### src/rtl/chimera_memisland_init_ctrl_pkg.sv
// Shared types and constants for the memory-island init controller.
// Holds the narrow AXI request/response structs, the init FSM state
// enum and the init burst/ID constants used by the top and the tracker.
package chimera_memisland_init_ctrl_pkg;

  localparam int unsigned NarrowAddrWidth = 48;
  localparam int unsigned NarrowDataWidth = 64;
  localparam int unsigned NarrowIdWidth   = 4;

  localparam int unsigned MemIslInitBurstLen = 16;
  localparam logic [NarrowIdWidth-1:0] MemIslInitId = '1;

  localparam logic [1:0] AxiBurstIncr = 2'b01;
  localparam logic [1:0] AxiRespOkay  = 2'b00;

  typedef enum logic [2:0] {
    IDLE, DRAIN, AW, W, B, DONE
  } init_state_e;

  typedef struct packed {
    logic [NarrowIdWidth-1:0]   id;
    logic [NarrowAddrWidth-1:0] addr;
    logic [7:0]                 len;
    logic [2:0]                 size;
    logic [1:0]                 burst;
    logic [3:0]                 cache;
    logic [2:0]                 prot;
  } narrow_ax_t;

  typedef struct packed {
    logic [NarrowDataWidth-1:0]   data;
    logic [NarrowDataWidth/8-1:0] strb;
    logic                         last;
  } narrow_w_t;

  typedef struct packed {
    logic [NarrowIdWidth-1:0] id;
    logic [1:0]               resp;
  } narrow_b_t;

  typedef struct packed {
    logic [NarrowIdWidth-1:0]   id;
    logic [NarrowDataWidth-1:0] data;
    logic [1:0]                 resp;
    logic                       last;
  } narrow_r_t;

  typedef struct packed {
    narrow_ax_t aw;
    logic       aw_valid;
    narrow_w_t  w;
    logic       w_valid;
    logic       b_ready;
    narrow_ax_t ar;
    logic       ar_valid;
    logic       r_ready;
  } narrow_req_t;

  typedef struct packed {
    logic      aw_ready;
    logic      ar_ready;
    logic      w_ready;
    logic      b_valid;
    narrow_b_t b;
    logic      r_valid;
    narrow_r_t r;
  } narrow_rsp_t;

endpackage

### src/rtl/chimera_memisland_txn_tracker.sv
// Outstanding-transaction tracker for the external side of the island port.
// Counts accepted-but-unanswered writes and reads, plus AWs whose last W
// beat has not been accepted yet. idle_o is high only when nothing is open,
// which is what lets the controller take the port over cleanly.
// Ports: clk_i/rst_ni (sync, active low); *_hs_i handshake pulses seen on
// the external port; idle_o all counters zero and no W beat pending.
module chimera_memisland_txn_tracker #(
  parameter int unsigned MaxOutstanding = 8
) (
  input  logic clk_i,
  input  logic rst_ni,
  input  logic aw_hs_i,
  input  logic w_last_hs_i,
  input  logic b_hs_i,
  input  logic ar_hs_i,
  input  logic r_last_hs_i,
  output logic idle_o
);

  localparam int unsigned CntW = $clog2(MaxOutstanding + 1);
  localparam logic [CntW-1:0] CntMax = CntW'(MaxOutstanding);

  logic [CntW-1:0] wr_cnt_q, rd_cnt_q, wpend_cnt_q;
  logic [CntW-1:0] wpend_cnt_d;
  logic            wpend_q;

  // Saturating up/down; simultaneous inc and dec cancel.
  function automatic logic [CntW-1:0] upd(input logic [CntW-1:0] c,
                                          input logic inc, input logic dec);
    if (inc && !dec && c != CntMax) return c + 1'b1;
    if (dec && !inc && c != '0)     return c - 1'b1;
    return c;
  endfunction

  assign wpend_cnt_d = upd(wpend_cnt_q, aw_hs_i, w_last_hs_i);

  always_ff @(posedge clk_i) begin
    if (!rst_ni) begin
      wr_cnt_q    <= '0;
      rd_cnt_q    <= '0;
      wpend_cnt_q <= '0;
      wpend_q     <= 1'b0;
    end else begin
      wr_cnt_q    <= upd(wr_cnt_q, aw_hs_i, b_hs_i);
      rd_cnt_q    <= upd(rd_cnt_q, ar_hs_i, r_last_hs_i);
      wpend_cnt_q <= wpend_cnt_d;
      wpend_q     <= (wpend_cnt_d != '0);
    end
  end

  assign idle_o = (wr_cnt_q == '0) && (rd_cnt_q == '0) && !wpend_q;

  wr_cnt_overflow: assert property (@(posedge clk_i) disable iff (!rst_ni)
    !(aw_hs_i && !b_hs_i && wr_cnt_q == CntMax));
  rd_cnt_overflow: assert property (@(posedge clk_i) disable iff (!rst_ni)
    !(ar_hs_i && !r_last_hs_i && rd_cnt_q == CntMax));

endmodule

### src/rtl/chimera_memisland_init_ctrl.sv
// Memory-island init sequencer on the narrow AXI port. After reset (AutoInit)
// or on init_i it drains external traffic, fills the whole island with a
// pattern using INCR bursts, then returns the port. Passthrough otherwise.
// Ports: clk_i/rst_ni (sync, active low); init_i start pulse (IDLE/DONE only);
// pattern_i fill data sampled at start; busy_o init in progress; done_o in
// DONE; slv_req_i/slv_rsp_o external side; mst_req_o/mst_rsp_i island side;
// err_cnt_o non-OKAY B count during init (only with CHIMERA_MEMISL_INIT_ERRCNT_EN).
module chimera_memisland_init_ctrl
  import chimera_memisland_init_ctrl_pkg::*;
#(
  parameter int unsigned          AddrWidth      = NarrowAddrWidth,
  parameter int unsigned          DataWidth      = NarrowDataWidth,
  parameter int unsigned          IdWidth        = NarrowIdWidth,
  parameter logic [AddrWidth-1:0] BaseAddr       = 'h4800_0000,
  parameter int unsigned          MemSizeBytes   = 'h10000,
  parameter int unsigned          BurstLen       = MemIslInitBurstLen,
  parameter int unsigned          MaxOutstanding = 8,
  parameter bit                   AutoInit       = 1'b1,
  parameter type                  axi_req_t      = narrow_req_t,
  parameter type                  axi_rsp_t      = narrow_rsp_t
) (
  input  logic                 clk_i,
  input  logic                 rst_ni,
  input  logic                 init_i,
  input  logic [DataWidth-1:0] pattern_i,
  output logic                 busy_o,
  output logic                 done_o,
  input  axi_req_t             slv_req_i,
  output axi_rsp_t             slv_rsp_o,
  output axi_req_t             mst_req_o,
  input  axi_rsp_t             mst_rsp_i
`ifdef CHIMERA_MEMISL_INIT_ERRCNT_EN
  ,
  output logic [15:0]          err_cnt_o
`endif
);

  localparam int unsigned BeatBytes  = DataWidth / 8;
  localparam int unsigned BeatShift  = $clog2(BeatBytes);
  localparam int unsigned BurstBytes = BurstLen * BeatBytes;
  localparam logic [2:0]  AxSize     = 3'(BeatShift);
  localparam logic [AddrWidth-1:0] MemSize   = AddrWidth'(MemSizeBytes);
  localparam logic [AddrWidth-1:0] BurstStep = AddrWidth'(BurstBytes);

  if ((BaseAddr % BurstStep) != '0) begin : g_chk_align
    $error("BaseAddr must be aligned to the init burst size");
  end
  if ((MemSizeBytes % BeatBytes) != 0) begin : g_chk_size
    $error("MemSizeBytes must be a multiple of the beat size");
  end
  if (BurstBytes > 4096 || BurstLen < 1 || BurstLen > 256) begin : g_chk_burst
    $error("init burst must be 1..256 beats and stay within 4 KiB");
  end
  if (IdWidth < 1) begin : g_chk_id
    $error("IdWidth must be at least 1");
  end

  init_state_e            state_q, state_d;
  logic                   first_q;
  logic [AddrWidth-1:0]   addr_q;
  logic [7:0]             beat_q;
  logic [DataWidth-1:0]   pattern_q;
  logic                   start, trk_idle;
  logic [AddrWidth-1:0]   rem_bytes, rem_beats;
  logic [7:0]             cur_len;
  logic                   last_beat, last_burst, w_hs, b_hs;

  // Final burst shrinks when the island is not a whole number of bursts.
  assign rem_bytes  = MemSize - addr_q;
  assign rem_beats  = rem_bytes >> BeatShift;
  assign cur_len    = (rem_bytes >= BurstStep) ? 8'(BurstLen - 1) : 8'(rem_beats - 1'b1);
  assign last_beat  = (beat_q == cur_len);
  assign last_burst = (addr_q + BurstStep) >= MemSize;
  assign w_hs       = (state_q == W) && mst_rsp_i.w_ready;
  assign b_hs       = (state_q == B) && mst_rsp_i.b_valid;

  chimera_memisland_txn_tracker #(
    .MaxOutstanding(MaxOutstanding)
  ) i_txn_tracker (
    .clk_i,
    .rst_ni,
    .aw_hs_i     (slv_req_i.aw_valid & slv_rsp_o.aw_ready),
    .w_last_hs_i (slv_req_i.w_valid & slv_rsp_o.w_ready & slv_req_i.w.last),
    .b_hs_i      (slv_rsp_o.b_valid & slv_req_i.b_ready),
    .ar_hs_i     (slv_req_i.ar_valid & slv_rsp_o.ar_ready),
    .r_last_hs_i (slv_rsp_o.r_valid & slv_req_i.r_ready & slv_rsp_o.r.last),
    .idle_o      (trk_idle)
  );

  always_ff @(posedge clk_i) begin
    if (!rst_ni) begin
      state_q   <= IDLE;
      first_q   <= AutoInit;
      addr_q    <= '0;
      beat_q    <= '0;
      pattern_q <= '0;
    end else begin
      state_q <= state_d;
      first_q <= 1'b0;
      if (start) begin
        pattern_q <= pattern_i;
        addr_q    <= '0;
        beat_q    <= '0;
      end else begin
        if (w_hs) beat_q <= last_beat ? 8'd0 : beat_q + 8'd1;
        if (b_hs) addr_q <= addr_q + BurstStep;
      end
    end
  end

  always_comb begin
    state_d   = state_q;
    start     = 1'b0;
    mst_req_o = '0;
    slv_rsp_o = '0;
    unique case (state_q)
      IDLE, DONE: begin
        mst_req_o = slv_req_i;
        slv_rsp_o = mst_rsp_i;
        if ((state_q == IDLE && first_q) || init_i) begin
          start   = 1'b1;
          state_d = DRAIN;
        end
      end
      DRAIN: begin
        // New AW/AR are held off; open transactions finish through W/B/R.
        mst_req_o          = slv_req_i;
        slv_rsp_o          = mst_rsp_i;
        mst_req_o.aw_valid = 1'b0;
        mst_req_o.ar_valid = 1'b0;
        slv_rsp_o.aw_ready = 1'b0;
        slv_rsp_o.ar_ready = 1'b0;
        if (trk_idle) state_d = AW;
      end
      AW: begin
        mst_req_o.aw_valid = 1'b1;
        mst_req_o.aw.addr  = BaseAddr + addr_q;
        mst_req_o.aw.len   = cur_len;
        mst_req_o.aw.size  = AxSize;
        mst_req_o.aw.burst = AxiBurstIncr;
        mst_req_o.aw.id    = MemIslInitId;
        if (mst_rsp_i.aw_ready) state_d = W;
      end
      W: begin
        mst_req_o.w_valid = 1'b1;
        mst_req_o.w.data  = pattern_q;
        mst_req_o.w.strb  = '1;
        mst_req_o.w.last  = last_beat;
        if (mst_rsp_i.w_ready && last_beat) state_d = B;
      end
      B: begin
        mst_req_o.b_ready = 1'b1;
        if (mst_rsp_i.b_valid) state_d = last_burst ? DONE : AW;
      end
      default: state_d = IDLE;
    endcase
    // Nothing leaves the block while reset is sampled low.
    if (!rst_ni) begin
      mst_req_o = '0;
      slv_rsp_o = '0;
    end
  end

  assign busy_o = (state_q == DRAIN) || (state_q == AW) || (state_q == W) || (state_q == B);
  assign done_o = (state_q == DONE);

`ifdef CHIMERA_MEMISL_INIT_ERRCNT_EN
  logic [15:0] err_cnt_q;
  always_ff @(posedge clk_i) begin
    if (!rst_ni)    err_cnt_q <= '0;
    else if (start) err_cnt_q <= '0;
    else if (b_hs && mst_rsp_i.b.resp != AxiRespOkay && err_cnt_q != 16'hFFFF)
      err_cnt_q <= err_cnt_q + 16'd1;
  end
  assign err_cnt_o = err_cnt_q;
`endif

endmodule

### config.mk
export PLATFORM = sky130hd
export DESIGN_NAME = chimera_memisland_init_ctrl
export DESIGN_NICKNAME = d
export VERILOG_FILES = /design/src/rtl/chimera_memisland_init_ctrl_pkg.sv /design/src/rtl/chimera_memisland_txn_tracker.sv /design/src/rtl/chimera_memisland_init_ctrl.sv
export SDC_FILE = /design/constraint.sdc
export NUM_CORES = 1
export LEC_CHECK = 0
export CAP_MARGIN = 10
export CORE_AREA = 5 5 263 265
export DETAILED_ROUTE_END_ITERATION = 10
export DIE_AREA = 0 0 268 270
export GPL_TIMING_DRIVEN = 0
export PLACE_DENSITY = 0.46
export SLEW_MARGIN = 0
export SYNTH_ARGS = -nofsm -noshare
export SYNTH_HDL_FRONTEND = slang
export SYNTH_SLANG_ARGS = --single-unit
### constraint.sdc
create_clock -name clk_i -period 3.8 [get_ports clk_i]
set_input_delay 0.38 -clock clk_i [delete_from_list [all_inputs] [get_ports clk_i]]
set_output_delay 0.38 -clock clk_i [all_outputs]
set_load 0.005 [all_outputs]
# After elaboration in Yosys (flattened, before gate mapping)
# Index checks and enable logic that the tools add are counted.
# W data, S select, Z words.
[op_classes] n_addsub=11 order_cmp=2 eq_ne=14 n_mux=46 n_bitwise=8 reduce_logical=41
[ops] cell="$pmux W74 S2" count=2
[ops] cell="$mux W222" count=1
[ops] cell="$pmux W82 S2" count=1
[ops] cell="$pmux W65 S2" count=1
[ops] cell="$mux W82" count=1
[ops] cell="$add A31 B48 Y48 const A" count=1
[ops] cell="$add A48 B8 Y48 const B" count=1
[ops] cell="$ge A48 B17 Y1 const B" count=1
[ops] cell="$ge A48 B8 Y1 const B" count=1
[ops] cell="$mux W4" count=12
[ops] cell="$sub A17 B48 Y48 const A" count=1
[ops] cell="$logic_and A1 B1 Y1" count=18
[ops] cell="$mux W3" count=6
[ops] cell="$mux W1" count=16
[ops] cell="$mux W8" count=2
[ops] cell="$reduce_bool A4 Y1" count=4
[ops] cell="$pmux W3 S5" count=1
[ops] cell="$add A4 B1 Y4 const B" count=3
[ops] cell="$ne A4 B4 Y1 const B" count=3
[ops] cell="$sub A4 B1 Y4 const B" count=3
[ops] cell="$add A8 B1 Y8 const B" count=1
[ops] cell="$eq A8 B8 Y1" count=1
[ops] cell="$logic_not A4 Y1" count=2
[ops] cell="$ne A2 B2 Y1 const B" count=4
[ops] cell="16 further kinds" count=35
[word_totals] register_bits=137 out_inout_bits=306

# Logic depth before layout (Yosys ltp)
# Gate-level depths: netlist of the first run.
[logic_depth] ltp_word=15 mapped_depth=12 ltp_nobuf=11

# Cells and area by module
# From an unflattened synthesis of the first run, not the netlist that was laid out.
[unflattened] hier_cells=1530 area_unflattened_um2=10363.7
[by_module_without_submodules] module="chimera_memisland_init_ctrl" n_inst=1 cells_per_inst=1408 area_each_um2=9421.5 seq_area_each_um2=2342.2
[by_module_without_submodules] module="chimera_memisland_txn_tracker" n_inst=1 cells_per_inst=122 area_each_um2=942.2 seq_area_each_um2=260.2

# Worst setup path before layout of the first run
# No wires, ideal clock.
[synth_path] path_kind="register to output" from="register addr_q[27]" to="output mst_req_o[168] (netlist name)" arrival_time_ps=3383 setup_slack_ps=37 path_stages_with_launch=13 n_path_buf=1 path_cell_list="dfxtp_1 -> clkbuf_1 -> inv_1 -> ha_1 -> nor3b_1 -> nand4_2 -> or4b_1 -> a211o_1 -> a2111oi_2 -> nand4_1 -> or4_4 -> a2bb2oi_1 -> nor2_1"
[synth_rtl] element="start, declared" line_no="chimera_memisland_init_ctrl.sv:60" text="logic [AddrWidth-1:0] addr_q;"
[synth_rtl] element="start signal, assigned" line_no="chimera_memisland_init_ctrl.sv:106" text="if (b_hs) addr_q <= addr_q + BurstStep;"
[synth_rtl] element="end, declared" line_no="chimera_memisland_init_ctrl.sv:30" text="output axi_req_t mst_req_o,"

==> impl_results.md, run 1 <==
- First-pass GRT wire length: 102 mm
- Clock skew: 0.0103 ns
- Detailed Place HPWL: 60.0 mm
- Via count: 14500
- #FFs+latches synth: 130
- Detailed Route Iter0 Violations: between 800 and 900
- # hold bufs at CTS: 0
- Cell Pwr Density: 377 nW/um^2
- Post-route setup slack: -0.515 ns
- Yosys cell types: 69
- Die Wd: 268 um
- Leak: ~7.7 nW
- DRT Pass-1 Iters: 6
- Met2 Use GR: 31.7%
- Asr flop ratio synth: 0%
- Vias in the first global route: ~15000
- DR WL/cell: about 23 um
- Worst Hold Slack: 0.458 ns
- Routability cong.: ~0.91
- Finished Core Util: between 20% and 30%
- Synth Flop Type: dfxtp_1
- Met1 Usage GRT: 23.6%
- Num ports: 677
- Die H: 270 um
- Final Slew Violations: 0
- Via density: 4.59
- RSZ-0062 raised after global routing: yes
- Most frequent cells in the layout: clkdlybuf4s50_1 (670), nor2_1 (224), nand2_1 (191)
- Overall power: approximately 7.4 mW
- EDFF count, synth: 0
- Worst vdd ir: 222 uV
- Failing checks: negative setup slack
- Clk slew on worst S/H paths: 0.07 ns
- Critical Path RT: 3.42 ns
- GRT Resource Usage Total: between 10% and 20%
- Crit Path Category: register to output port
- Initial antenna violation count: 6
- DRT antenna net count: 0
- Share of cells above drive strength 1: 8.58%
- Syn avg cell area: 6.75 um^2
- Most used routing layer: met2
- Setup Viol. Count Final: 5
- # DRC: 0
- Crit Path Max Fanout: 3
- Number of placement rows: 95
- Status: finished with violations
- Number of clock sinks: between 100 and 150
- Final period util: 114%
- Syn-to-layout area delta: 89.1%
- Max cap viols: 0
- Worst skew pair latency: 0.45 ns
- Minimum clock period: 4.31 ns
- Commonest non-fill, non-tap cell in the layout: clkdlybuf4s50_1
- Port Buffers: 675
- Worst slew pin tran: 1.20 ns
- Synth warnings: 0
- GR Util met3: 6.57%
- Htree depth: 4
- Hold/Removal Path Class: register to register
- Startpoint types: register
- Bufs on Longest Clock Path: 2
- Post-synthesis instance total: 1540
- Syn Nets: 1922
- Worst Setup End Kind: output port
- Die ar.: 72400 um^2
- Slew HR: 20.2%
- CP arrival: around 3.9 ns
- Highest clock rate: 232 MHz
- Total Wirelength: 72.2 mm
- Grt ovf: 0
- Seq/Total Area, Yosys: 25.0%
- Final nets: 2643
- Root buffer cell: clkbuf_16
- Largest net degree at the start of global routing: 17
- Initial Util: 15.6%
- Final Hold Vio Count: 0
- Core area: 66600 um^2
- Syn Std Cell Area: roughly 10000 um^2
- CTS tree: yes
- CTS Buf Count: 17
==> worst max-delay path: stages, from the launching register on <==
cell and delay, ns:
dfxtp_2 0.33, buf_8 0.12, inv_8 0.05, ha_4 0.14, nor3b_4 0.25, nand4_2 0.13
or4b_1 0.49, a211o_1 0.31, a2111oi_4 0.29, nand4_1 0.25, or4_4 0.62, buf_6 0.17
a21oi_4 0.18, buf_2 0.15
==> cells by family after synthesis <==
family | Yosys count | share of synthesized area (%)
buffers and inverters | 179 | 6.66
xor gates and xnor gates | 92 | 7.75
muxes | 8 | 0.807
DFF | 130 | 25.0
AOI/OAI and AO/OA | 313 | 20.0
and+or+nand+nor | 807 | 38.4
adders and majority gates | 11 | 1.32
==> per-stage QoR <==
step                      setup WS [ns]  cells  area, um^2  TNS (ns)
after floorplan                  0.0366   1540       10400         0
after global placement            -1.48   3088       18200    -31.00
after detailed placement          -1.42   3089       18300    -10.85
after CTS                        -0.567   3142       19400    -10.04
after global routing             -0.665   3150       19700     -3.57
final                            -0.515   3150       19700     -2.06
==> sequential cells by signal, indices dropped and copies added (netlist names) <==
register / cells
pattern_q: 64
addr_q: 41
beat_q: 8
i_txn_tracker.rd_cnt_q: 4
i_txn_tracker.wpend_cnt_q: 4
i_txn_tracker.wr_cnt_q: 4
state_q: 3
first_q: 1
i_txn_tracker.wpend_q: 1
==> power by group <==
part           internal, mW  switching [mW]
combinational          1.91            2.07
clock                  1.02           0.768
sequential             1.53           0.111
==> worst paths after layout <==
| kind | start | endpoint | slack [ns] | cells past startpoint |
|---|---|---|---|---|
| min reg2reg | pattern_q[3] | pattern_q[3] | 0.46 | 2 |
| min | pattern_q[3] | pattern_q[3] | 0.46 | 2 |
| max reg2reg | addr_q[12] | state_q[1] | 0.15 | 12 |
| max | addr_q[27] | mst_req_o[169] | -0.51 | 13 |
==> area by class of cell <==
class	count	area (um^2)
timing repair buffer	709	7020
sequential	130	2620
multi-input combinational	1231	7550
tap	873	1090
inverter	21	88.8
antenna	3	7.51
fill	7215	46900
clock inverter	14	183
buffer	151	666
clock buffer	18	439
==> what timing repair did <==
action / CTS / global route
setup endpoints to repair: 223 / 108
buffers inserted: 24 / 8
resized for setup: 107 / 84
gates cloned: 1 / 0
pin swaps: 27 / 15
==> metal layers <==
layer / part of all wire, % / vias up
li1: - / 6926
met2: 48 / 597
met1: 42 / 6905
met4: 0.77 / 4
met3: 8.9 / 30
met5: 0.037 / -
==> synthesized netlist by cell type, types with 3 or more instances <==
library cell | count | share of area (%)
or4_1 | 8 | 0.58
a31oi_1 | 4 | 0.24
a21oi_1 | 105 | 5.1
clkbuf_1 | 137 | 4.9
dfxtp_1 | 130 | 25
nor4_1 | 19 | 1.1
nor3b_1 | 5 | 0.36
a21o_1 | 3 | 0.22
ha_1 | 11 | 1.3
nor3_1 | 39 | 1.9
and3_1 | 186 | 11
nand3b_1 | 3 | 0.22
nand4_1 | 34 | 2.0
and2_1 | 9 | 0.54
nor2_1 | 228 | 8.2
or3_1 | 11 | 0.66
nand2_1 | 192 | 6.9
buf_1 | 10 | 0.36
xor2_1 | 46 | 3.9
o31ai_1 | 5 | 0.36
a211oi_1 | 4 | 0.29
a2111oi_0 | 4 | 0.34
a22oi_1 | 105 | 7.6
xnor2_1 | 46 | 3.9
o21a_1 | 4 | 0.29
inv_1 | 21 | 0.76
o41ai_1 | 5 | 0.42
o221ai_1 | 3 | 0.25
o21ai_0 | 27 | 1.3
and4_1 | 7 | 0.59
a211o_1 | 3 | 0.25
nand2b_1 | 4 | 0.24
o211ai_1 | 9 | 0.65
nand3_1 | 44 | 2.1
o31a_1 | 5 | 0.42
mux2i_1 | 5 | 0.48
mux2_2 | 3 | 0.33
buf_2 | 9 | 0.43
nor2b_1 | 4 | 0.24
Power figures use the tool's default switching activity.
==> run 2: changes to the inputs <==
Settings changed: CORE_AREA 5 5 263 265 to 5 5 262 264, DIE_AREA 0 0 268 270 to 0 0 267 269, DONT_BUFFER_PORTS set to 1, PLACE_DENSITY 0.46 to 0.32.
==> impl_results.md, run 2 (same netlist as run 1, synthesis figures left out) <==
- Net switching power: 2.87 mW
- Detailed Route Iter0 Violations: 929
- Setup Viol. Count Final: 5
- Clock network power share: 27.9%
- Worst vdd ir: 329 uV
- Num ports: around 680
- Cell Pwr Density: 455 nW/um^2
- Port Buffers: 0
- Total Wirelength: between 70 and 80 mm
- Largest net degree at the start of global routing: 17
- CTS Buf Count: 17
- Startpoint types: register
- Worst Setup End Kind: output port
- Die ar.: around 72000 um^2
- Number of placement rows: 95
- Placed Area: 11500 um^2
- Final Hold Vio Count: 0
- CTS tree: yes
- DRT Pass-1 Iters: 7
- Via count: 12400
- Root buffer cell: clkbuf_16
- GRT Resource Usage Total: between 15 and 20%
- Failing checks: negative setup slack
- Largest register by flop count: pattern_q
- RSZ-0062 raised after global routing: yes
- Leak: roughly 5.2 nW
- Worst slew pin tran: roughly 0.96 ns
- Clock skew: 0.0102 ns
- Final period util: 111%
- Highest clock rate: 238 MHz
- Register area: 2620 um^2
- Initial antenna violation count: 19
- Sequential share of power: 27.2%
- Worst skew pair latency: 0.48 ns
- DRT antenna net count: 0
- Biggest regs: pattern_q x64, addr_q x41, beat_q x8
- Via density: 4.86
- Detailed Place HPWL: between 60 and 70 mm
- Hold/Removal Path Class: input pin to register
- Htree depth: 4
- Bufs on Longest Clock Path: 2
- CP arrival: between 3 and 4 ns
- Number of clock sinks: between 100 and 150
- Internal power: 3.20 mW
- Combined area of the multi-input logic cells: about 7500 um^2
- Share of cells above drive strength 1: 9.41%
- Final Cell Area: 13300 um^2
- Routability cong.: just under 1
- Vias in the first global route: 11700
- Slew HR: 36.1%
- Die Wd: 267 um
- Max cap viols: 0
- Minimum clock period: 4.20 ns
- Status: finished with violations
- Setup_tns: -1.69 ns
- Initial Util: 15.7%
- Final nets: about 2000
- Largest register FFs: 64
- Worst Hold Slack: 0.0428 ns
- First-pass GRT wire length: 99.4 mm
- Syn-to-layout area delta: 28.4%
- DR WL/cell: 29.8 um
- Clk slew on worst S/H paths: approximately 0.07 ns
- Fillers: 7608
- Crit Path Category: register to output port
- Commonest non-fill, non-tap cell in the layout: nor2_1
- Switching Share: 47.3%
- Core area: 66300 um^2
- Critical Path RT: 3.42 ns
- Final Slew Violations: 0
- Grt ovf: 0
- Combinational share of power: 44.9%
- Post-route setup slack: -0.400 ns
- # DRC: 0
- Finished Core Util: 20.1%
- Most frequent cells in the layout: nor2_1 (225), nand2_1 (192), and3_1 (186)
- Die H: ~270 um
- Crit Path Max Fanout: 4
[run 2: cell types whose count changed in the layout (fill, tap and decap cells not counted), moves of 3 or more]
cell             change
clkbuf_1            +24
diode_2             +12
buf_2                -3
clkbuf_2            -18
buf_4                +3
inv_6                +3
buf_6                -3
dlygate4sd3_1       +54
inv_8                -5
clkdlybuf4s50_1    -670
[run 2: power by group through the flow]
stage | Clock (mW) | Combinational, mW | Sequential, mW
after floorplan | 0 | 1.65 | 1.63
after global placement | 0 | 2.70 | 1.68
after detailed placement | 0 | 2.72 | 1.68
after CTS | 1.76 | 2.80 | 1.65
after global routing | 1.81 | 3.00 | 1.67
final | 1.69 | 2.73 | 1.65
[run 2: worst paths after layout]
kind | start | end | slack [ns] | cells past startpoint
worst min-delay path | pattern_i[25] | pattern_q[25] | 0.04 | 2
worst max register to register | addr_q[24] | state_q[1] | 0.14 | 12
worst min register to register | pattern_q[62] | pattern_q[62] | 0.46 | 2
worst max-delay path | addr_q[10] | mst_req_o[76] | -0.40 | 11
[run 2: per-layer routing]
layer	GRT usage, %	up-vias	share of wire (%)
li1	-	5715	-
met1	23.9	6020	40
met2	31.2	567	46
met3	10.6	60	12
met4	4.37	8	2.0
met5	0	-	0.061
[run 2: area by class of cell]
cell class,count,area share (%)
well taps,873,8.19
plain buffers,153,4.76
flip-flops and latches,130,19.6
diodes,15,0.281
clock inverters,14,1.09
multi-input cells,1231,56.0
inverters,21,0.647
repair buffers,91,6.26
clock buffers,18,3.22
[run 2: critical path, cell delays in order, from the launching register on]
cell       delay [ns]
dfxtp_2          0.32
buf_6            0.11
or4_4            0.53
buf_4            0.17
a211o_1          0.30
a2111oi_4        0.30
nand2_1          0.14
nor4_2           0.32
nand4_1          0.24
o21ai_1          0.44
a21oi_1          0.17
a31o_2           0.30
[run 2: metrics by stage]
step / power (mW) / instances / setup WS, ns
detailed placement: 4.40 / 2414 / -1.01
global placement: 4.38 / 2413 / -1.05
floorplan: 3.28 / 1540 / 0.0366
CTS: 6.21 / 2524 / -0.457
finish: 6.07 / 2546 / -0.400
global route: 6.49 / 2535 / -0.530
[run 2: repair_timing]
action	4_1_cts	5_1_grt
hold buffers	54	0
cloned	0	0
gates resized for setup	72	30
pin swaps	27	16
setup endpoints to repair	38	16
endpoints found under the hold margin	54	0
setup buffers	27	8
